--- config.mk ---
export PLATFORM = sky130hd
export DESIGN_NAME = instr_fetch
export DESIGN_NICKNAME = d
export VERILOG_FILES = /design/src/rtl/instr_fetch_pkg.sv /design/src/rtl/instr_fetch.sv
export SDC_FILE = /design/constraint.sdc
export NUM_CORES = 1
export LEC_CHECK = 0
export ABC_AREA = 0
export CORE_ASPECT_RATIO = 1.5
export CORE_UTILIZATION = 25
export CTS_CLUSTER_DIAMETER = 150
export DETAILED_ROUTE_END_ITERATION = 8
export SLEW_MARGIN = 40
export SYNTH_ARGS = -nofsm -noshare
export SYNTH_HDL_FRONTEND = slang
export SYNTH_SLANG_ARGS = --single-unit
--- constraint.sdc ---
create_clock -name clk -period 4.2 [get_ports clk]
set_clock_uncertainty 0.1 [all_clocks]
set_input_delay 0.84 -clock clk [delete_from_list [all_inputs] [get_ports clk]]
set_output_delay 0.84 -clock clk [all_outputs]
set_load 0.05 [all_outputs]
--- src/rtl/instr_fetch_pkg.sv ---
// rtl/instr_fetch_pkg.sv - shared cpu package: fetch FSM states, NOP word, cuOP opcodes
package instr_fetch_pkg;

    typedef enum logic [1:0] {
        FETCH_IDLE = 2'b00,
        FETCH_REQ  = 2'b01,
        FETCH_EXEC = 2'b10,
        FETCH_ERR  = 2'b11
    } fetch_state_e;

    // addi x0, x0, 0
    localparam logic [31:0] NOP_INSTR = 32'h0000_0013;

    localparam logic [6:0] CUOP_LUI    = 7'b0110111;
    localparam logic [6:0] CUOP_AUIPC  = 7'b0010111;
    localparam logic [6:0] CUOP_JAL    = 7'b1101111;
    localparam logic [6:0] CUOP_JALR   = 7'b1100111;
    localparam logic [6:0] CUOP_BRANCH = 7'b1100011;
    localparam logic [6:0] CUOP_LOAD   = 7'b0000011;
    localparam logic [6:0] CUOP_STORE  = 7'b0100011;
    localparam logic [6:0] CUOP_ITYPE  = 7'b0010011;
    localparam logic [6:0] CUOP_RTYPE  = 7'b0110011;
    localparam logic [6:0] CUOP_SYSTEM = 7'b1110011;

    function automatic logic is_word_aligned(input logic [1:0] addr_lsb);
        return addr_lsb == 2'b00;
    endfunction

    // Timeout counter never narrower than 8 bits, wide enough to hold TIMEOUT.
    function automatic int timeout_width(input int unsigned timeout);
        int w;
        w = $clog2(timeout + 1);
        return (w < 8) ? 8 : w;
    endfunction

endpackage

--- src/rtl/instr_fetch.sv ---
// rtl/instr_fetch.sv - instruction fetch FSM: request, hold under stall, sticky fault
module instr_fetch
    import instr_fetch_pkg::*;
#(
    parameter int unsigned TIMEOUT = 255,
    parameter logic [31:0] NOP     = NOP_INSTR
) (
    input  logic        clk,
    input  logic        nRST,
    input  logic [31:0] PCaddr,
    input  logic        stall,
    input  logic        mem_ack,
    input  logic [31:0] mem_rdata,
    output logic        mem_ren,
    output logic [31:0] mem_addr,
    output logic [31:0] instr,
    output logic        iready,
    output logic        fetch_err,
    output logic [31:0] instr_count
);

    localparam int TW = timeout_width(TIMEOUT);
    localparam logic [TW-1:0] TMO_LAST = TW'(TIMEOUT - 32'd1);

    fetch_state_e  state_q, state_d;
    logic [31:0]   instr_q, instr_d;
    logic [TW-1:0] tmo_q, tmo_d;
    logic [31:0]   count_q, count_d;

    always_ff @(posedge clk or negedge nRST) begin
        if (!nRST) begin
            state_q <= FETCH_IDLE;
            instr_q <= NOP;
            tmo_q   <= '0;
            count_q <= '0;
        end else begin
            state_q <= state_d;
            instr_q <= instr_d;
            tmo_q   <= tmo_d;
            count_q <= count_d;
        end
    end

    always_comb begin
        state_d   = state_q;
        instr_d   = instr_q;
        tmo_d     = tmo_q;
        count_d   = count_q;
        mem_ren   = 1'b0;
        mem_addr  = '0;
        iready    = 1'b0;
        instr     = NOP;
        fetch_err = 1'b0;

        unique case (state_q)
            FETCH_IDLE: begin
                state_d = FETCH_REQ;
                tmo_d   = '0;
            end
            FETCH_REQ: begin
                // A misaligned PC never reaches memory, so any ack is ignored.
                if (!is_word_aligned(PCaddr[1:0])) begin
                    state_d = FETCH_ERR;
                end else begin
                    mem_ren  = 1'b1;
                    mem_addr = PCaddr;
                    if (mem_ack) begin
                        instr_d = mem_rdata;
                        state_d = FETCH_EXEC;
                    end else if (tmo_q == TMO_LAST) begin
                        state_d = FETCH_ERR;
                    end else begin
                        tmo_d = tmo_q + TW'(1);
                    end
                end
            end
            FETCH_EXEC: begin
                instr = instr_q;
                if (!stall) begin
                    iready  = 1'b1;
                    count_d = count_q + 32'd1;
                    state_d = FETCH_REQ;
                    tmo_d   = '0;
                end
            end
            FETCH_ERR: begin
                fetch_err = 1'b1;
            end
            default: begin
                state_d = FETCH_IDLE;
            end
        endcase
    end

    assign instr_count = count_q;

endmodule

==> summary.md <==
| Metric | Value |
|---|---|
| Setup Buffers After CTS | 0 |
| Total of max-cap violations | 0 |
| Hold_buf cts | 0 |
| Die area | 15,300 um^2 |
| Syn_area_per_cell | 11.4 um^2 |
| Net Sw Frac | between 20 and 25% |
| Resized Gates After CTS | 0 |
| F_max | slightly below 300 MHz |
| Internal power | 1290 uW |
| CORE AREA | 14,500 um^2 |
| CP endpoint kind | primary output |
| Met2 WL post-DR | 5550 um |
| Post-synthesis sequential area ratio | 50.2% |
| Row count | 54 |
| Rel. slew slack | 54.3% |
| Pleak | between 0.002 and 0.003 uW |
| Syn Inst Count | 325 |
| Status | finished clean |
| Switch Pwr | between 300 and 400 uW |
| Ant diodes | 0 |
| Cts bufs inserted | 9 |
| TritonRoute pass-1 iters | 4 |
| Initial antenna violation count | 0 |
| WL final | 10,000 um |
| Post-Route M1 WL | approximately 3700 um |
| Drt initial violations | 37 |
| I/O pin count | 167 |
| WL per Instance | around 14 um |
| Tot GR Track Use | roughly 14% |
| Clock period minus worst slack | 3.45 ns |
| GRT overflow | 0 |
| VDD IR max | around 0.16 mV |
| Final-report setup violation count | 0 |
| Vias | 3,057 |
| Met3 WL post-DR | 717 um |
| Critical Path AT | 2.51 ns |
| Clk sinks | 74 |
| Worst-margin pin slew | 0.686 ns |
| Warnings, synthesis | 0 |
| Hold/Removal Path Class | flip-flop to flip-flop |
| Placed cell count | between 600 and 700 |
| Seq pwr share | between 40 and 50% |
| CTS tree | built |
| Gpl congestion | 0.818 |
| Vias in the first global route | roughly 3,200 |
| Die height | between 150 and 200 um |
| Commonest cells after routing, fill and taps aside | 132 x clkdlybuf4s50_1, 71 x dfrtp_1, 61 x and2_1, 33 x mux2_2, 31 x buf_12 |
| Root buffer cell | clkbuf_16 |
| Synthesized flop and latch total | 74 |
| Non-filler instance count after layout | approximately 690 |
| Port Buffers | 164 |
| CP Launch Type | flip-flop |
| CTS clk-pin slew, worst paths | approximately 0.06 ns |
| Initial Util | 25.5% |
| CTS H-tree lvls | 3 |
| Vias per cell | 4.42 |
| RSZ-0062 raised after global routing | no |
| Slew Limit Fails | 0 |
| Maximum fanout along the worst path | 17 |
| Worst Path Required | around 3.3 ns |
| Clock Path Buffers | 2 |
| Comb pwr share | 6.4% |
| Pin count of the biggest net entering global routing | 75 |
| Util after Layout | 42.6% |
| Setup TNS | 0 ns |
| Number of synthesized flops with an enable pin | 0 |
| Top FF cell, synth | dfrtp_1 |
| Mapped Area | 3690 um^2 |
| DRC viols | 0 |
| Later-pin clock latency in the skew report | about 0.33 ns |
| Share of synthesized flip-flops with an asynchronous set or reset | 100% |
| Fraction of layout cells with a size suffix above 1 | 19.0% |
| Die width | roughly 100 um |
| First-pass GRT wire length | approximately 16,000 um |
| Area Overhead vs Synth | 66.6% |
| Synth unique cells | 43 |
| HPWL Detailed | ~7700 um |
| Final hold vios | 0 |
| PD cells | 264 nW/um^2 |
| Most common cell after layout, fill and taps aside | clkdlybuf4s50_1 |
| Final period util | 82.1% |
| Critical path class | flip-flop to primary output |
| Highest metal used | met4 |
| Layout Nets | 562 |
| Share of total power in the clock network | 48.2% |
| Final ANT Viol Nets | 0 |
## per-stage QoR
step | hold WS, ns | total power (uW) | setup slack, ns | area (um^2)
finish | 0.376 | 1620 | 0.751 | 6150
global route | 0.398 | 1690 | 0.534 | 6150
CTS | 0.385 | 1650 | 0.681 | 6140
detailed placement | 0.374 | 856 | 0.789 | 5840
global placement | 0.362 | 852 | 0.788 | 5830
floorplan | 0.353 | 770 | 0.892 | 3700
## synthesized netlist by cell type, types with 4 or more instances
cell type	instances	area (um^2)
dfrtp_1	71	1780
and2_1	61	382
mux2_2	33	372
xnor2_1	20	175
nand3_1	15	75.1
nand4_1	13	81.3
nand2_1	12	45.0
xor2_1	11	96.3
and3_1	8	50.1
clkbuf_1	6	22.5
nor2_1	6	22.5
inv_1	5	18.8
nand2b_1	5	31.3
and4_1	4	35.0
nor3_1	4	20.0
## final cells by class
| class | instances | area, um^2 |
|---|---|---|
| well taps | 196 | 245 |
| multi-input cells | 234 | 1750 |
| flip-flops and latches | 74 | 1860 |
| inverters | 5 | 18.8 |
| clock inverters | 4 | 51.3 |
| repair buffers | 167 | 1980 |
| fillers | 1405 | 8300 |
| clock buffers | 12 | 256 |
## final timing paths
| path | startpoint | end | slack (ns) | cells past startpoint |
|---|---|---|---|---|
| max | state_q[1]$_DFFE_PN0P_ | iready | 0.75 | 4 |
| min | instr_count[31]$_DFFE_PN0P_ | instr_count[31]$_DFFE_PN0P_ | 0.38 | 1 |
| max reg2reg | state_q[1]$_DFFE_PN0P_ | instr_q[23]$_DFFE_PN0P_ | 2.15 | 4 |
| min reg2reg | instr_count[31]$_DFFE_PN0P_ | instr_count[31]$_DFFE_PN0P_ | 0.38 | 1 |
| max in group asynchronous | nRST | instr_q[27]$_DFFE_PN0P_ | 3.09 | 1 |
| min in group asynchronous | nRST | instr_q[31]$_DFFE_PN0P_ | 0.40 | 1 |
## sequential cells by signal (all words and copies together), names as in the netlist
register and count:
state_q 2, instr_count 32, tmo_q 8, instr_q 32
## logic make-up after synthesis
group	after synthesis	synth area share [%]
AOI/OAI and AO/OA	18	3.35
xor gates and xnor gates	31	7.35
adders and majority gates	3	1.02
buffers and inverters	18	2.78
DFF	74	50.2
muxes	33	10.1
other	1	0.102
and+or+nand+nor	147	25.1
## worst max-delay path: stages, from the launching register on
cell	delay [ns]
dfrtp_1	0.53
nor2b_2	0.23
buf_4	0.23
nor2b_1	0.32
clkdlybuf4s50_1	0.88
## power by group through the flow
stage          Clock (uW)  Sequential, uW  Combinational (uW)
3_3_place_gp            0             748                 104
2_1_floorplan           0             750                20.1
5_1_grt               835             738                 112
4_1_cts               806             737                 106
6_report              783             737                 103
3_5_place_dp            0             749                 106
## routing by layer
metal	GRT usage, %	up-vias
li1	-	1449
met1	14.2	1486
met2	25.7	115
met3	4.29	7
met4	5.00	0
met5	0	-
(Power assumes the default switching activity.)
